### config.mk
export PLATFORM = sky130hd
export DESIGN_NAME = hearing_aid_channel_scheduler
export DESIGN_NICKNAME = d
export VERILOG_FILES = /design/src/rtl/hearing_aid_pkg.sv /design/src/rtl/hearing_aid_channel_scheduler_rr_arbiter.sv /design/src/rtl/hearing_aid_channel_scheduler.sv
export SDC_FILE = /design/constraint.sdc
export NUM_CORES = 1
export LEC_CHECK = 0
export BUFFER_PORTS_ARGS = -buffer_cell sky130_fd_sc_hd__buf_2
export CAP_MARGIN = 40
export CORE_MARGIN = 2
export CORE_UTILIZATION = 25
export CTS_CLUSTER_DIAMETER = 30
export DETAILED_ROUTE_END_ITERATION = 10
export SYNTH_ARGS = -nofsm -noshare
export SYNTH_HDL_FRONTEND = slang
export SYNTH_SLANG_ARGS = --single-unit
export TNS_END_PERCENT = 20
### constraint.sdc
create_clock -name clk -period 4.7 [get_ports clk]
set_clock_uncertainty 0.2 [all_clocks]
set_input_delay 0.235 -clock clk [delete_from_list [all_inputs] [get_ports clk]]
set_output_delay 0.235 -clock clk [all_outputs]
set_load 0.02 [all_outputs]
### src/rtl/hearing_aid_pkg.sv
// Shared definitions for the hearing-aid channel scheduler.
// Holds the default widths and the scheduler state encoding.
package hearing_aid_pkg;

   localparam int DATA_W_DEF = 16;
   localparam int CNT_W_DEF  = 8;

   typedef enum logic [0:0] {
      IDLE = 1'b0,
      WAIT = 1'b1
   } sched_state_t;

endpackage

### src/rtl/hearing_aid_channel_scheduler_rr_arbiter.sv
// Round-robin first-set search over the pending mask, starting at rr_ptr.
// Purely combinational; the scheduler registers everything it derives from the grant.
module rr_arbiter #(
   parameter int NUM_CH = 2,
   parameter int PTR_W  = $clog2(NUM_CH)
) (
   input  logic [NUM_CH-1:0] pending,
   input  logic [PTR_W-1:0]  rr_ptr,
   output logic [PTR_W-1:0]  grant_idx,
   output logic              grant_any
);

   int idx;

   // Walk from the farthest candidate back to rr_ptr so the nearest set bit wins.
   always_comb begin
      grant_idx = '0;
      grant_any = 1'b0;
      idx       = 0;
      for (int k = NUM_CH - 1; k >= 0; k--) begin
         idx = int'(rr_ptr) + k;
         if (idx >= NUM_CH) begin
            idx = idx - NUM_CH;
         end
         if (pending[idx]) begin
            grant_idx = PTR_W'(idx);
            grant_any = 1'b1;
         end
      end
   end

endmodule

### src/rtl/hearing_aid_channel_scheduler.sv
// Time-shares one audio processor between NUM_CH single-entry channel buffers,
// with round-robin issue, a processor-hang timeout and saturating status counters.
//
//   state | meaning
//   ------+-------------------------------------------------------------
//   IDLE  | no sample in flight; grants the next pending channel, if any
//   WAIT  | sample issued; waiting for proc_ready or the timeout
module hearing_aid_channel_scheduler
   import hearing_aid_pkg::*;
#(
   parameter int NUM_CH  = 2,
   parameter int DATA_W  = DATA_W_DEF,
   parameter int TIMEOUT = 64,
   parameter int CNT_W   = CNT_W_DEF
) (
   input  logic                       clk,
   input  logic                       rst_n,
   input  logic [NUM_CH*DATA_W-1:0]   ch_in_data,
   input  logic [NUM_CH-1:0]          ch_in_valid,
   output logic [DATA_W-1:0]          proc_in,
   output logic                       proc_valid,
   input  logic [DATA_W-1:0]          proc_out,
   input  logic                       proc_ready,
   output logic [DATA_W-1:0]          out_data,
   output logic                       out_valid,
   output logic [$clog2(NUM_CH)-1:0]  out_ch,
   output logic                       out_timeout,
   output logic [NUM_CH*CNT_W-1:0]    overrun_cnt,
   output logic [CNT_W-1:0]           timeout_cnt,
   output logic                       busy
);

   localparam int PTR_W = $clog2(NUM_CH);
   localparam int WC_W  = $clog2(TIMEOUT);

   sched_state_t      state_q, state_d;
   logic [DATA_W-1:0] buf_q [NUM_CH];
   logic [DATA_W-1:0] buf_d [NUM_CH];
   logic [NUM_CH-1:0] pending_q, pending_d;
   logic [PTR_W-1:0]  rr_ptr_q, rr_ptr_d;
   logic [PTR_W-1:0]  cur_ch_q, cur_ch_d;
   logic [WC_W-1:0]   wait_cnt_q, wait_cnt_d;
   logic [DATA_W-1:0] proc_in_q, proc_in_d;
   logic              proc_valid_q, proc_valid_d;
   logic [DATA_W-1:0] out_data_q, out_data_d;
   logic              out_valid_q, out_valid_d;
   logic [PTR_W-1:0]  out_ch_q, out_ch_d;
   logic              out_timeout_q, out_timeout_d;
   logic [CNT_W-1:0]  overrun_q [NUM_CH];
   logic [CNT_W-1:0]  overrun_d [NUM_CH];
   logic [CNT_W-1:0]  timeout_cnt_q, timeout_cnt_d;

   logic [PTR_W-1:0]  grant_idx;
   logic              grant_any;
   logic              consume;

   rr_arbiter #(
      .NUM_CH (NUM_CH),
      .PTR_W  (PTR_W)
   ) u_arb (
      .pending   (pending_q),
      .rr_ptr    (rr_ptr_q),
      .grant_idx (grant_idx),
      .grant_any (grant_any)
   );

   always_comb begin
      state_d       = state_q;
      buf_d         = buf_q;
      pending_d     = pending_q;
      rr_ptr_d      = rr_ptr_q;
      cur_ch_d      = cur_ch_q;
      wait_cnt_d    = wait_cnt_q;
      proc_in_d     = proc_in_q;
      proc_valid_d  = 1'b0;
      out_data_d    = out_data_q;
      out_valid_d   = 1'b0;
      out_ch_d      = out_ch_q;
      out_timeout_d = out_timeout_q;
      overrun_d     = overrun_q;
      timeout_cnt_d = timeout_cnt_q;
      consume       = 1'b0;

      case (state_q)
         IDLE: begin
            if (grant_any) begin
               consume              = 1'b1;
               proc_in_d            = buf_q[grant_idx];
               proc_valid_d         = 1'b1;
               cur_ch_d             = grant_idx;
               wait_cnt_d           = '0;
               pending_d[grant_idx] = 1'b0;
               rr_ptr_d             = (int'(grant_idx) == NUM_CH - 1) ? '0 : grant_idx + PTR_W'(1);
               state_d              = WAIT;
            end
         end
         WAIT: begin
            wait_cnt_d = wait_cnt_q + WC_W'(1);
            // A late ready on the timeout edge still delivers real data.
            if (proc_ready) begin
               out_data_d    = proc_out;
               out_ch_d      = cur_ch_q;
               out_valid_d   = 1'b1;
               out_timeout_d = 1'b0;
               state_d       = IDLE;
            end else if (wait_cnt_q == WC_W'(TIMEOUT - 1)) begin
               out_data_d    = '0;
               out_ch_d      = cur_ch_q;
               out_valid_d   = 1'b1;
               out_timeout_d = 1'b1;
               if (timeout_cnt_q != '1) begin
                  timeout_cnt_d = timeout_cnt_q + CNT_W'(1);
               end
               state_d       = IDLE;
            end
         end
         default: state_d = IDLE;
      endcase

      // New samples land after the grant read the old buffer contents.
      for (int i = 0; i < NUM_CH; i++) begin
         if (ch_in_valid[i]) begin
            buf_d[i]     = ch_in_data[i*DATA_W +: DATA_W];
            pending_d[i] = 1'b1;
            if (pending_q[i] && !(consume && grant_idx == PTR_W'(i)) && overrun_q[i] != '1) begin
               overrun_d[i] = overrun_q[i] + CNT_W'(1);
            end
         end
      end
   end

   always_ff @(posedge clk or negedge rst_n) begin
      if (!rst_n) begin
         state_q       <= IDLE;
         pending_q     <= '0;
         rr_ptr_q      <= '0;
         cur_ch_q      <= '0;
         wait_cnt_q    <= '0;
         proc_in_q     <= '0;
         proc_valid_q  <= 1'b0;
         out_data_q    <= '0;
         out_valid_q   <= 1'b0;
         out_ch_q      <= '0;
         out_timeout_q <= 1'b0;
         timeout_cnt_q <= '0;
         for (int i = 0; i < NUM_CH; i++) begin
            buf_q[i]     <= '0;
            overrun_q[i] <= '0;
         end
      end else begin
         state_q       <= state_d;
         pending_q     <= pending_d;
         rr_ptr_q      <= rr_ptr_d;
         cur_ch_q      <= cur_ch_d;
         wait_cnt_q    <= wait_cnt_d;
         proc_in_q     <= proc_in_d;
         proc_valid_q  <= proc_valid_d;
         out_data_q    <= out_data_d;
         out_valid_q   <= out_valid_d;
         out_ch_q      <= out_ch_d;
         out_timeout_q <= out_timeout_d;
         timeout_cnt_q <= timeout_cnt_d;
         buf_q         <= buf_d;
         overrun_q     <= overrun_d;
      end
   end

   assign proc_in     = proc_in_q;
   assign proc_valid  = proc_valid_q;
   assign out_data    = out_data_q;
   assign out_valid   = out_valid_q;
   assign out_ch      = out_ch_q;
   assign out_timeout = out_timeout_q;
   assign timeout_cnt = timeout_cnt_q;
   assign busy        = (state_q == WAIT);

   for (genvar i = 0; i < NUM_CH; i++) begin : g_ovr
      assign overrun_cnt[i*CNT_W +: CNT_W] = overrun_q[i];
   end

endmodule

# After elaboration in Yosys (flattened, before gate mapping)
# Index checks and enable logic that the tools add are counted.
[classes]
n_eq_ne = 7
reduce_logical = 19
n_addsub = 8
n_bitwise = 6
n_mux = 38
magnitude_cmp = 7
[ops]
columns = ["op", "n"]
rows = [
  ["two-way mux 16 bit", 5],
  ["less-than comparator 32 x 3 -> 1 bit (second input constant)", 2],
  ["two-way mux 32 bit", 2],
  ["greater-or-equal comparator 32 x 3 -> 1 bit (second input constant)", 1],
  ["subtractor 32 x 3 -> 32 bit (second input constant)", 1],
  ["two-way mux 1 bit", 25],
  ["adder 8 x 1 -> 8 bit (second input constant)", 3],
  ["inequality test 8 bit (second input constant)", 3],
  ["case mux 6 bit (2 select lines)", 1],
  ["AND reduction 2 bit", 6],
  ["logical AND 1 bit", 7],
  ["adder 6 x 1 -> 6 bit (second input constant)", 1],
  ["== test 6 bit (second input constant)", 1],
  ["two-way mux 6 bit", 1],
  ["inequality test 2 bit (second input constant)", 3],
  ["nonzero test 2 bit", 3],
  ["two-way mux 2 bit", 2],
  ["AND reduction 4 bit", 1],
  ["inverter 1 bit", 3],
  ["subtractor 1 x 2 -> 3 bit (second input constant)", 1],
  ["adder 1 x 1 -> 2 bit (second input constant)", 1],
  ["bitwise AND 2 bit", 1],
  ["greater-or-equal comparator 1 x 2 -> 1 bit (second input constant)", 1],
  ["greater-or-equal comparator 2 bit (second input constant)", 1],
  ["other kinds (8)", 9],
]
[totals]
output_inout_bits = 61
input_bits = 53
word_cells = 102
regBits = 103

# Logic depth before layout (Yosys ltp)
# Gate-level depths: netlist of run 1.
[depth]
ltp_word = 17
mapped_depth = 7
ltp_nobuf = 5

# By module
# Synthesis of run 1 repeated with hierarchy kept, for this count alone.
[unflattened]
hier_cells = 359
hier_area_um2 = 4279.1
[modules_own_cells]
columns = ["mod", "area_per_inst_um2", "cells_each", "seq_area_each_um2", "instances"]
rows = [
  ["hearing_aid_channel_scheduler", 4261.6, 356, 2577.5, 1],
  ["rr_arbiter", 17.5, 3, 0.0, 1],
]

# Worst setup path before layout of run 1
# No wires, ideal clock.
[synth_timing]
kind = "register to register"
startpoint = "register timeout_cnt_q[0], in the netlist timeout_cnt[0]"
endpoint = "register timeout_cnt_q[1], in the netlist timeout_cnt[1]"
required_time_ns = 4.375
slack_ns = 2.798
synth_period_minus_slack_ns = 1.902
path_stages_with_launch = 6
setup_time_ns = 0.125
n_path_buf = 1
t_arrival_ns = 1.577
path_cell_list = "dfrtp_1 > ha_1 > and4_1 > buf_2 > nor3_2 > mux2_2"
[synth_via]
elab_chain_cells = 2
word_cells_on_any_way = 3
classes_between = "add/sub: 1; eq/ne: 1; reduce/logical: 1"
[synth_lines]
columns = ["element", "line_no", "source"]
rows = [
  ["start, declared", "hearing_aid_channel_scheduler.sv:51", "logic [CNT_W-1:0] timeout_cnt_q, timeout_cnt_d;"],
  ["start signal, assigned", "hearing_aid_channel_scheduler.sv:162", "timeout_cnt_q <= timeout_cnt_d;"],
  ["parallel branches: the longest is 2 deep, another holds adder 8 x 1 -> 8 bit", "--", ""],
]
# Parallel ways; which one is timed is not known.
# A chain may end at the register's enable or synchronous reset.

# Worst setup path in the final report of run 1
[layout_timing]
startpoint = "register state_q, in the netlist busy"
endpoint = "register timeout_cnt_q[1], in the netlist timeout_cnt[1]"
[layout_via]
elab_chain_cells = 1
[layout_lines]
columns = ["element", "line_no", "source"]
rows = [
  ["start, declared", "hearing_aid_channel_scheduler.sv:36", "sched_state_t state_q, state_d;"],
  ["start signal, assigned", "hearing_aid_channel_scheduler.sv:151", "state_q <= state_d;"],
  ["AND reduction 4 bit (no line)", "--", ""],
]
# Every way passes these cells.

==> reports/results.tsv, run 1 <==
metric	value	unit
part of the total power dissipated in sequential elements	45.0	%
clock tree from TritonCTS	yes	
arrival time of the worst setup path	2.25	ns
nature of the critical path startpoint	register	
final routed wire length divided by cell count	13.9	µm
cell chosen for the clock root	clkbuf_16	
port buffer count	113	
reported net switching power	882	µW
hpwl dp	6630	µm
count of filler cells inserted in the layout	1648	
setup repair after global routing missed its margin	no	
slowest CP cell	dfrtp_1	
Die X	135	µm
# rows	47	
vias in the first global route	3204	
Max-slew headroom	44.5	%
stage delay of the slowest cell on the critical path	0.66	ns
TritonCTS Buffers	9	
result of the run	completed	
number of antenna violations at the first check in global routing	0	
Net Sw Frac	32.6	%
Pre-antenna DRT Iters	5	
most common library cell in the layout ignoring fill and taps	buf_2	
CP Max Fanout	25	
share of the clock period used by the worst path	47.3	%
clock network fraction of total power	29.5	%
cell count after synthesis	347	
Internal	1820	µW
largest net degree at the start of global routing	66	
share of Yosys cell area claimed by the top area cell type	60.5	%
Setup CP Type	reg -> reg	
combinational share of power	25.5	%
data required time of the critical path	4.72	ns
fraction of layout instances using a drive strength above 1	34.1	%
total overflow reported by the global router	0	
Crit. End Element	register	
detail-routed via count per cell	4.42	
yosys synthesis warning count	0	
number of top-level design ports	114	
Antenna Diode Count	0	
buffers from clock root to sink, at most	2	
growth of design area from synthesis to finish	37.2	%
P per Cell Area	463	nW/µm²
die footprint	18100	µm²
worst hold slack across all endpoints	0.142	ns
total wirelength of the detailed-routed design	10100	µm
post-CTS setup buffers	0	
proportion of register bits with asynchronous set or reset after synthesis	100	%
Main synth FF type	dfrtp_1	
TritonCTS Sinks	103	
height of the die	135	µm
global-route wire length before repair	16300	µm
pins over their slew limit	0	
number of remaining DRC errors	0	
CP cell instances	and4_4 -> nand3_4 -> nor3_2 -> mux2_2	
clock-pin slew on the worst setup and hold paths	0.07	ns
First DRT Iteration DRCs	149	
number of flip-flops and latches in the synthesized netlist	103	
GR Util All Layers	11.6	%
Highest Clock Rate	449	MHz
layout net count	563	
leakage power total	0.00284	µW
setup total negative slack	0	ns
count of endpoints failing hold in the final timing report	0	
post-synth net total	404	
number of enable flip-flop cells after synthesis	0	
transition time at the pin with the least slew margin	0.832	ns
classification of the worst-slack hold path	in -> reg	
deepest level of the CTS H-tree	3	
Top Family by Delay on Critical Path	simple AND/OR/NAND/NOR gates	
Post-CTS Resized	0	
count of unique library cells instantiated by Yosys	38	
antenna-violating nets left	0	
total of endpoints with negative setup slack in the final report	0	
depth of the worst register-to-register path	4	
combined area of all synthesized cells	4260	µm²
final estimated routing congestion in global placement	0.725	
register area share after synthesis	60.5	%
Hold Path Depth	3	
floorplan core area	16600	µm²
Tmin final	2.23	ns
top post-synthesis cells by area	dfrtp_1 (60%), mux2_2 (9.8%), xor2_1 (4.3%), a222oi_1 (3.8%), nand2_1 (3.7%)	
buffer and inverter count on the worst path	0	
total vias in the final route	3230	
post-synth top area cell	dfrtp_1	
instance count on the critical path	4	
highest-count cells in the layout ignoring fill and taps	buf_2 (112), dfrtp_1 (103), dlygate4sd3_1 (49)	
clk_lat worst skew	0.35	ns
post-synthesis area per instance	12.3	µm²
number of maximum-capacitance constraint violations	0	
worst supply voltage drop on vdd	0.000184	V
initial cell density of the core	25.6	%
[registers in the layout (all words and copies together) (netlist names)]
signal,cells
proc_valid,1
pending_q,2
cur_ch_q,1
out_timeout,1
buf_q,32
proc_in,16
out_data,16
timeout_cnt,8
busy,1
out_ch,1
rr_ptr_q,1
out_valid,1
wait_cnt_q,6
overrun_cnt,16
[worst min-delay path, cell delays in order]
cell and delay [ns]:
buf_2 0.21, nor4b_2 0.08, xor2_1 0.12
[path summary, 6_finish.rpt]
kind | to | startpoint | slack [ns]
setup / recovery | timeout_cnt[1]$_DFFE_PN0P_ | busy$_DFF_PN0_ | 2.47
hold / removal | timeout_cnt[2]$_DFFE_PN0P_ | proc_ready | 0.14
setup reg to reg | timeout_cnt[1]$_DFFE_PN0P_ | busy$_DFF_PN0_ | 2.47
hold reg to reg | proc_in[10]$_DFFE_PN0N_ | buf_q[10]$_DFFE_PN0P_ | 0.29
max in group asynchronous | buf_q[13]$_DFFE_PN0P_ | rst_n | 2.95
min in group asynchronous | overrun_cnt[6]$_DFFE_PN0P_ | rst_n | 0.34
[logic make-up (layout without fill, tap and decap cells)]
group / after synthesis / count (layout) / synth area share (%)
muxes: 37 / 37 / 9.77
DFF: 103 / 103 / 60.5
adders and majority gates: 4 / 4 / 1.17
and+or+nand+nor: 115 / 115 / 14.6
xor gates and xnor gates: 22 / 22 / 4.52
AOI/OAI and AO/OA: 30 / 30 / 5.90
buffers and inverters: 36 / 200 / 3.61
[layout make-up]
type                    instances  area, µm²  share of cell area (%)
clock inverters                 4       77.6                    1.33
repair buffers                165       1080                    18.5
clock buffers                  12        236                    4.04
well taps                     220        275                    4.70
inverters                      19       71.3                    1.22
flip-flops and latches        103       2580                    44.1
multi-input cells             208       1530                    26.2
[metal layers]
metal	part of all wire [%]	global-route usage (%)	up-vias
met5	0	0	-
met4	2.1	5.32	0
met3	5.6	3.15	15
met2	48	18.9	98
met1	45	14.3	1565
li1	-	-	1552
[power by group through the flow]
stage	Clock (µW)	Sequential (µW)	Combinational [µW]
2_1_floorplan	0	1370	266
3_3_place_gp	0	1230	658
3_5_place_dp	0	1230	671
4_1_cts	827	1220	703
5_1_grt	867	1250	761
6_report	798	1220	691
[what timing repair did]
action	in CTS	in global routing
endpoints found under the setup margin	0	0
hold buffers	49	0
hold endpoints to repair	112	0
[per-stage QoR]
stage                     area (µm²)  std cells  worst slack (ns)  util [%]  power (µW)
after global placement          5050        666              2.52      30.3        1880
after global routing            5850        731              2.33      35.2        2880
after CTS                       5850        731              2.46      35.2        2750
after detailed placement        5050        666              2.48      30.3        1900
final                           5850        731              2.47      35.2        2710
after floorplan                 4260        347              2.80         -        1630
[synth_stat cells, drive strengths merged (3+ instances only)]
cell	n
ha	4
inv	19
nand4	6
nor2	6
xor2	21
nor4	11
and2	3
o211ai	3
mux2	37
nor3	7
nand3	29
nor3b	3
a222oi	16
nand2	42
dfrtp	103
and4	3
clkbuf	7
buf	10
o21ai	5
No activity file was read; power rests on OpenSTA's default activity.
==> inputs of run 2 (changes only) <==
Clock period 4.7 ns to 1.8 ns, I/O delays scaled along.
==> reports/results.tsv, run 2 (synthesized netlist as in run 1, its figures left out) <==
metric	value	unit	change
global-route wire length before repair	17800	µm	was 16300 µm
transition time at the pin with the least slew margin	0.643	ns	was 0.832 ns
initial cell density of the core	25.6	%	unchanged
TritonCTS Buffers	9		unchanged
GR Util All Layers	12.5	%	was 11.6%
clock tree from TritonCTS	yes		unchanged
layout net count	594		was 563
Largest register FFs	32		unchanged
Biggest register	buf_q		unchanged
count of endpoints failing hold in the final timing report	0		unchanged
CP Max Fanout	10		was 25
slack of the critical path	0.0683	ns	was 2.47 ns
floorplan core area	16600	µm²	unchanged
largest net degree at the start of global routing	71		was 66
nature of the critical path startpoint	register		unchanged
total wirelength of the detailed-routed design	10900	µm	was 10100 µm
cell chosen for the clock root	clkbuf_16		unchanged
number of top-level design ports	114		unchanged
worst supply voltage drop on vdd	0.000487	V	was 0.000184 V
vias in the first global route	3638		was 3204
growth of design area from synthesis to finish	45.0	%	was 37.2%
fraction of layout instances using a drive strength above 1	40.4	%	was 34.1%
highest-count cells in the layout ignoring fill and taps	buf_2 (112), dfrtp_1 (98), dlygate4sd3_1 (51)		was buf_2 (112), dfrtp_1 (103), dlygate4sd3_1 (49)
First DRT Iteration DRCs	149		unchanged
Crit. End Element	register		unchanged
pins over their slew limit	0		unchanged
Tmin final	1.73	ns	was 2.23 ns
setup repair after global routing missed its margin	yes		was no
count of filler cells inserted in the layout	1602		was 1648
utilization of the core after routing	37.1	%	was 35.2%
port buffer count	113		unchanged
total overflow reported by the global router	0		unchanged
final cell area excluding filler cells	6180	µm²	was 5850 µm²
Highest Clock Rate	577	MHz	was 449 MHz
die footprint	18100	µm²	unchanged
Antenna Diode Count	0		unchanged
total power	7320	µW	was 2710 µW
number of maximum-capacitance constraint violations	0		unchanged
number of antenna violations at the first check in global routing	0		unchanged
total of endpoints with negative setup slack in the final report	0		unchanged
# rows	47		unchanged
classification of the worst-slack hold path	in -> reg		unchanged
TritonCTS Sinks	103		unchanged
clock-pin slew on the worst setup and hold paths	0.07	ns	about the same
Placement Cell Area	5300	µm²	was 5050 µm²
hpwl dp	7370	µm	was 6630 µm
leakage power total	0.00300	µW	was 0.00284 µW
Pre-antenna DRT Iters	6		was 5
most common library cell in the layout ignoring fill and taps	buf_2		unchanged
number of remaining DRC errors	0		unchanged
total vias in the final route	3400		was 3230
buffers from clock root to sink, at most	2		unchanged
P per Cell Area	1180	nW/µm²	was 463 nW/µm²
post-CTS setup buffers	0		unchanged
Max-slew headroom	57.2	%	was 44.5%
final estimated routing congestion in global placement	0.769		was 0.725
result of the run	completed		unchanged
deepest level of the CTS H-tree	3		unchanged
final routed wire length divided by cell count	14.4	µm	was 13.9 µm
data required time of the critical path	1.87	ns	was 4.72 ns
share of the clock period used by the worst path	96.2	%	was 47.3%
clk_lat worst skew	0.36	ns	was 0.35 ns
height of the die	135	µm	unchanged
Setup CP Type	reg -> reg		unchanged
Setup WS pre-CTS	0.0260	ns	was 2.48 ns
antenna-violating nets left	0		unchanged
detail-routed via count per cell	4.46		was 4.42
arrival time of the worst setup path	1.80	ns	was 2.25 ns
Die X	135	µm	unchanged
run 2: final cells by class:
| cell class | count | area (µm²) | area share [%] |
|---|---|---|---|
| inverter | 19 | 71.3 | 1.15 |
| tap | 220 | 275 | 4.45 |
| sequential | 103 | 2580 | 41.8 |
| multi-input combinational | 208 | 1570 | 25.4 |
| clock inverter | 6 | 90.1 | 1.46 |
| clock buffer | 10 | 239 | 3.87 |
| timing repair buffer | 196 | 1350 | 21.9 |
run 2: final timing paths:
check                      cells after the start                          end  slack [ns]                 startpoint
setup / recovery                               4   timeout_cnt[5]$_DFFE_PN0P_        0.07  wait_cnt_q[4]$_DFFE_PN0P_
hold / removal                                 4   overrun_cnt[8]$_DFFE_PN0P_        0.05             ch_in_valid[1]
setup reg to reg                               4   timeout_cnt[5]$_DFFE_PN0P_        0.07  wait_cnt_q[4]$_DFFE_PN0P_
hold reg to reg                                1         cur_ch_q$_DFFE_PN0N_        0.29       cur_ch_q$_DFFE_PN0N_
max in group asynchronous                      3  overrun_cnt[10]$_DFFE_PN0P_        0.48                      rst_n
min in group asynchronous                      3   overrun_cnt[3]$_DFFE_PN0P_        0.11                      rst_n
run 2: critical path, stage by stage, from the launching register on:
cell and delay, ns:
dfrtp_1 0.42, and4_4 0.25, nand3_4 0.17, nor4_1 0.41, xor2_1 0.20
run 2: power by group:
part / internal [µW] / switching, µW
Combinational: 874 / 1140
Sequential: 2780 / 357
Clock: 1260 / 905
run 2: what timing repair did:
action,4_1_cts,5_1_grt
hold buffers,51,0
setup endpoints to repair,0,23
hold endpoints to repair,154,0
gates resized for setup,0,12
run 2: through the flow:
step | TNS (ns) | hold WS, ns | std cells
after floorplan | -0.247 | -0.406 | 347
after global placement | 0 | -0.257 | 695
after detailed placement | 0 | -0.254 | 695
after CTS | 0 | 0.0612 | 762
after global routing | -0.0141 | 0.0850 | 762
final | 0 | 0.0541 | 762
run 2: per-layer routing:
layer,part of all wire [%],global-route usage (%),vias to the layer above,wire length [µm]
met4,2.6,5.96,0,284
met1,43,15.0,1657,4730
met2,48,21.1,112,5300
li1,-,-,1610,-
met5,0,0,-,0
met3,5.8,3.08,21,635
==> inputs of run 3 (changes only) <==
Clock period 1.8 ns to 1.4 ns, I/O delays scaled along.
==> reports/results.tsv, run 3 (synthesized netlist as in run 1, its figures left out) <==
metric	value	unit	change
result of the run	finished, violations left		was completed
failing checks	negative setup slack		
number of antenna violations at the first check in global routing	0		unchanged
pins over their slew limit	0		unchanged
Die X	135	µm	unchanged
most common library cell in the layout ignoring fill and taps	buf_2		unchanged
Setup CP Type	reg -> reg		unchanged
final routed wire length divided by cell count	15.2	µm	was 14.4 µm
Largest register FFs	32		unchanged
cell chosen for the clock root	clkbuf_16		unchanged
First DRT Iteration DRCs	129		was 149
fraction of layout instances using a drive strength above 1	49.2	%	was 40.4%
total power	10100	µW	was 7320 µW
Highest Clock Rate	588	MHz	was 577 MHz
antenna-violating nets left	0		unchanged
stage delay of the slowest cell on the critical path	0.43	ns	was 0.42 ns
Tmin final	1.70	ns	was 1.73 ns
worst supply voltage drop on vdd	0.000638	V	was 0.000487 V
clock tree from TritonCTS	yes		unchanged
Top Family by Delay on Critical Path	flip-flops		was simple AND/OR/NAND/NOR gates
# rows	47		unchanged
clock-pin slew on the worst setup and hold paths	0.07	ns	about the same
highest-count cells in the layout ignoring fill and taps	buf_2 (109), dfrtp_1 (97), buf_4 (62)		was buf_2 (112), dfrtp_1 (98), dlygate4sd3_1 (51)
height of the die	135	µm	unchanged
nature of the critical path startpoint	register		unchanged
number of top-level design ports	114		unchanged
total wirelength of the detailed-routed design	12300	µm	was 10900 µm
TritonCTS Sinks	103		unchanged
arrival time of the worst setup path	1.73	ns	was 1.80 ns
share of the clock period used by the worst path	122	%	was 96.2%
layout net count	639		was 594
vias in the first global route	3855		was 3638
deepest level of the CTS H-tree	3		unchanged
Crit. End Element	register		unchanged
die footprint	18100	µm²	unchanged
buffer and inverter count on the worst path	2		was 0
final estimated routing congestion in global placement	0.734		was 0.769
initial cell density of the core	25.6	%	unchanged
worst hold slack across all endpoints	0.0382	ns	was 0.0541 ns
GR Util All Layers	13.3	%	was 12.5%
total overflow reported by the global router	0		unchanged
growth of design area from synthesis to finish	60.7	%	was 45.0%
Setup crit start	busy$_DFF_PN0_		was wait_cnt_q[4]$_DFFE_PN0P_
slowest CP cell	dfrtp_2		was dfrtp_1
P per Cell Area	1470	nW/µm²	was 1180 nW/µm²
Pre-antenna DRT Iters	5		was 6
transition time at the pin with the least slew margin	0.510	ns	was 0.643 ns
setup repair after global routing missed its margin	yes		unchanged
TritonCTS Buffers	9		unchanged
count of endpoints failing hold in the final timing report	0		unchanged
count of filler cells inserted in the layout	1586		was 1602
floorplan core area	16600	µm²	unchanged
buffers from clock root to sink, at most	2		unchanged
classification of the worst-slack hold path	in -> async		was in -> reg
number of remaining DRC errors	0		unchanged
clk_lat worst skew	0.35	ns	was 0.36 ns
largest net degree at the start of global routing	35		was 71
number of maximum-capacitance constraint violations	0		unchanged
CP Max Fanout	8		was 10
Biggest register	buf_q		unchanged
leakage power total	0.00329	µW	was 0.00300 µW
data required time of the critical path	1.43	ns	was 1.87 ns
total vias in the final route	3662		was 3400
slack of the critical path	-0.301	ns	was 0.0683 ns
Reg-to-Reg Start	busy$_DFF_PN0_		was wait_cnt_q[4]$_DFFE_PN0P_
detail-routed via count per cell	4.54		was 4.46
global-route wire length before repair	18800	µm	was 17800 µm
Max-slew headroom	66.0	%	was 57.2%
CP cell instances	buf_12 -> o211ai_1 -> buf_4 -> nor2_4 -> mux2_2		was and4_4 -> nand3_4 -> nor4_1 -> xor2_1
total of endpoints with negative setup slack in the final report	67		was 0
hpwl dp	7930	µm	was 7370 µm
port buffer count	113		unchanged
Antenna Diode Count	0		unchanged
## run 3: cell types whose count changed in the layout (fill, tap and decap cells not counted), moves of 3 or more
cell,previous run,this run
buf_6,0,11
nor4_4,1,7
nor4_1,7,1
buf_12,2,6
buf_4,30,62
nand3_1,28,18
nand3_2,0,10
buf_2,112,109
## run 3: final timing paths
path | end | slack, ns | cells past startpoint
worst max register to register | overrun_cnt[1]$_DFFE_PN0P_ | -0.30 | 5
max in group asynchronous | overrun_cnt[9]$_DFFE_PN0P_ | 0.42 | 3
worst min register to register | proc_in[13]$_DFFE_PN0N_ | 0.29 | 2
worst max-delay path | overrun_cnt[1]$_DFFE_PN0P_ | -0.30 | 5
min in group clk | pending_q[1]$_DFFE_PN0P_ | 0.07 | 3
worst min-delay path | overrun_cnt[6]$_DFFE_PN0P_ | 0.04 | 2
## run 3: routing by layer
metal | vias to the layer above | part of all wire [%] | global-route usage, %
met1 | 1814 | 42 | 15.7
li1 | 1705 | - | -
met5 | - | 0 | 0
met4 | 0 | 2.8 | 6.90
met2 | 120 | 50 | 22.9
met3 | 23 | 5.2 | 2.93
## run 3: through the flow
step,utilization (%),cell area [µm²],setup TNS [ns],setup WS [ns],std cells
after global placement,33.9,5640,-10.65,-0.306,733
after CTS,39.6,6580,-10.55,-0.271,801
after detailed placement,33.9,5640,-12.69,-0.339,733
after global routing,41.2,6850,-13.05,-0.341,807
after floorplan,-,4310,-15.77,-0.397,347
final,41.2,6850,-9.28,-0.301,807
## run 3: final cells by class
| class | instances | area [µm²] | share of cell area (%) |
|---|---|---|---|
| sequential | 103 | 2580 | 37.7 |
| timing repair buffer | 239 | 1770 | 25.8 |
| clock buffer | 11 | 243 | 3.54 |
| inverter | 19 | 71.3 | 1.04 |
| tap | 220 | 275 | 4.02 |
| clock inverter | 5 | 81.3 | 1.19 |
| multi-input combinational | 210 | 1820 | 26.6 |
## run 3: worst register-to-register path, delay by kind of cell, from the launching register on
family	cells	cell delay, ns
AOI/OAI and AO/OA	1	0.25
muxes	1	0.27
DFF	1	0.43
buffers and inverters	2	0.38
and+or+nand+nor	1	0.05
## run 3: repair_timing
item,in CTS,in global routing
cloned,2,0
endpoints found under the hold margin,152,0
hold buffers,50,0
setup buffers,0,6
pin swaps,9,43
gates resized for setup,24,42
setup endpoints to repair,67,67
## run 3: power by group
part / leakage [µW] / switching (µW) / internal [µW]
Sequential: 0.00125 / 367 / 3580
Combinational: 0.00188 / 1800 / 1570
Clock: 0.000156 / 1130 / 1620
Total: 0.00329 / 3300 / 6770
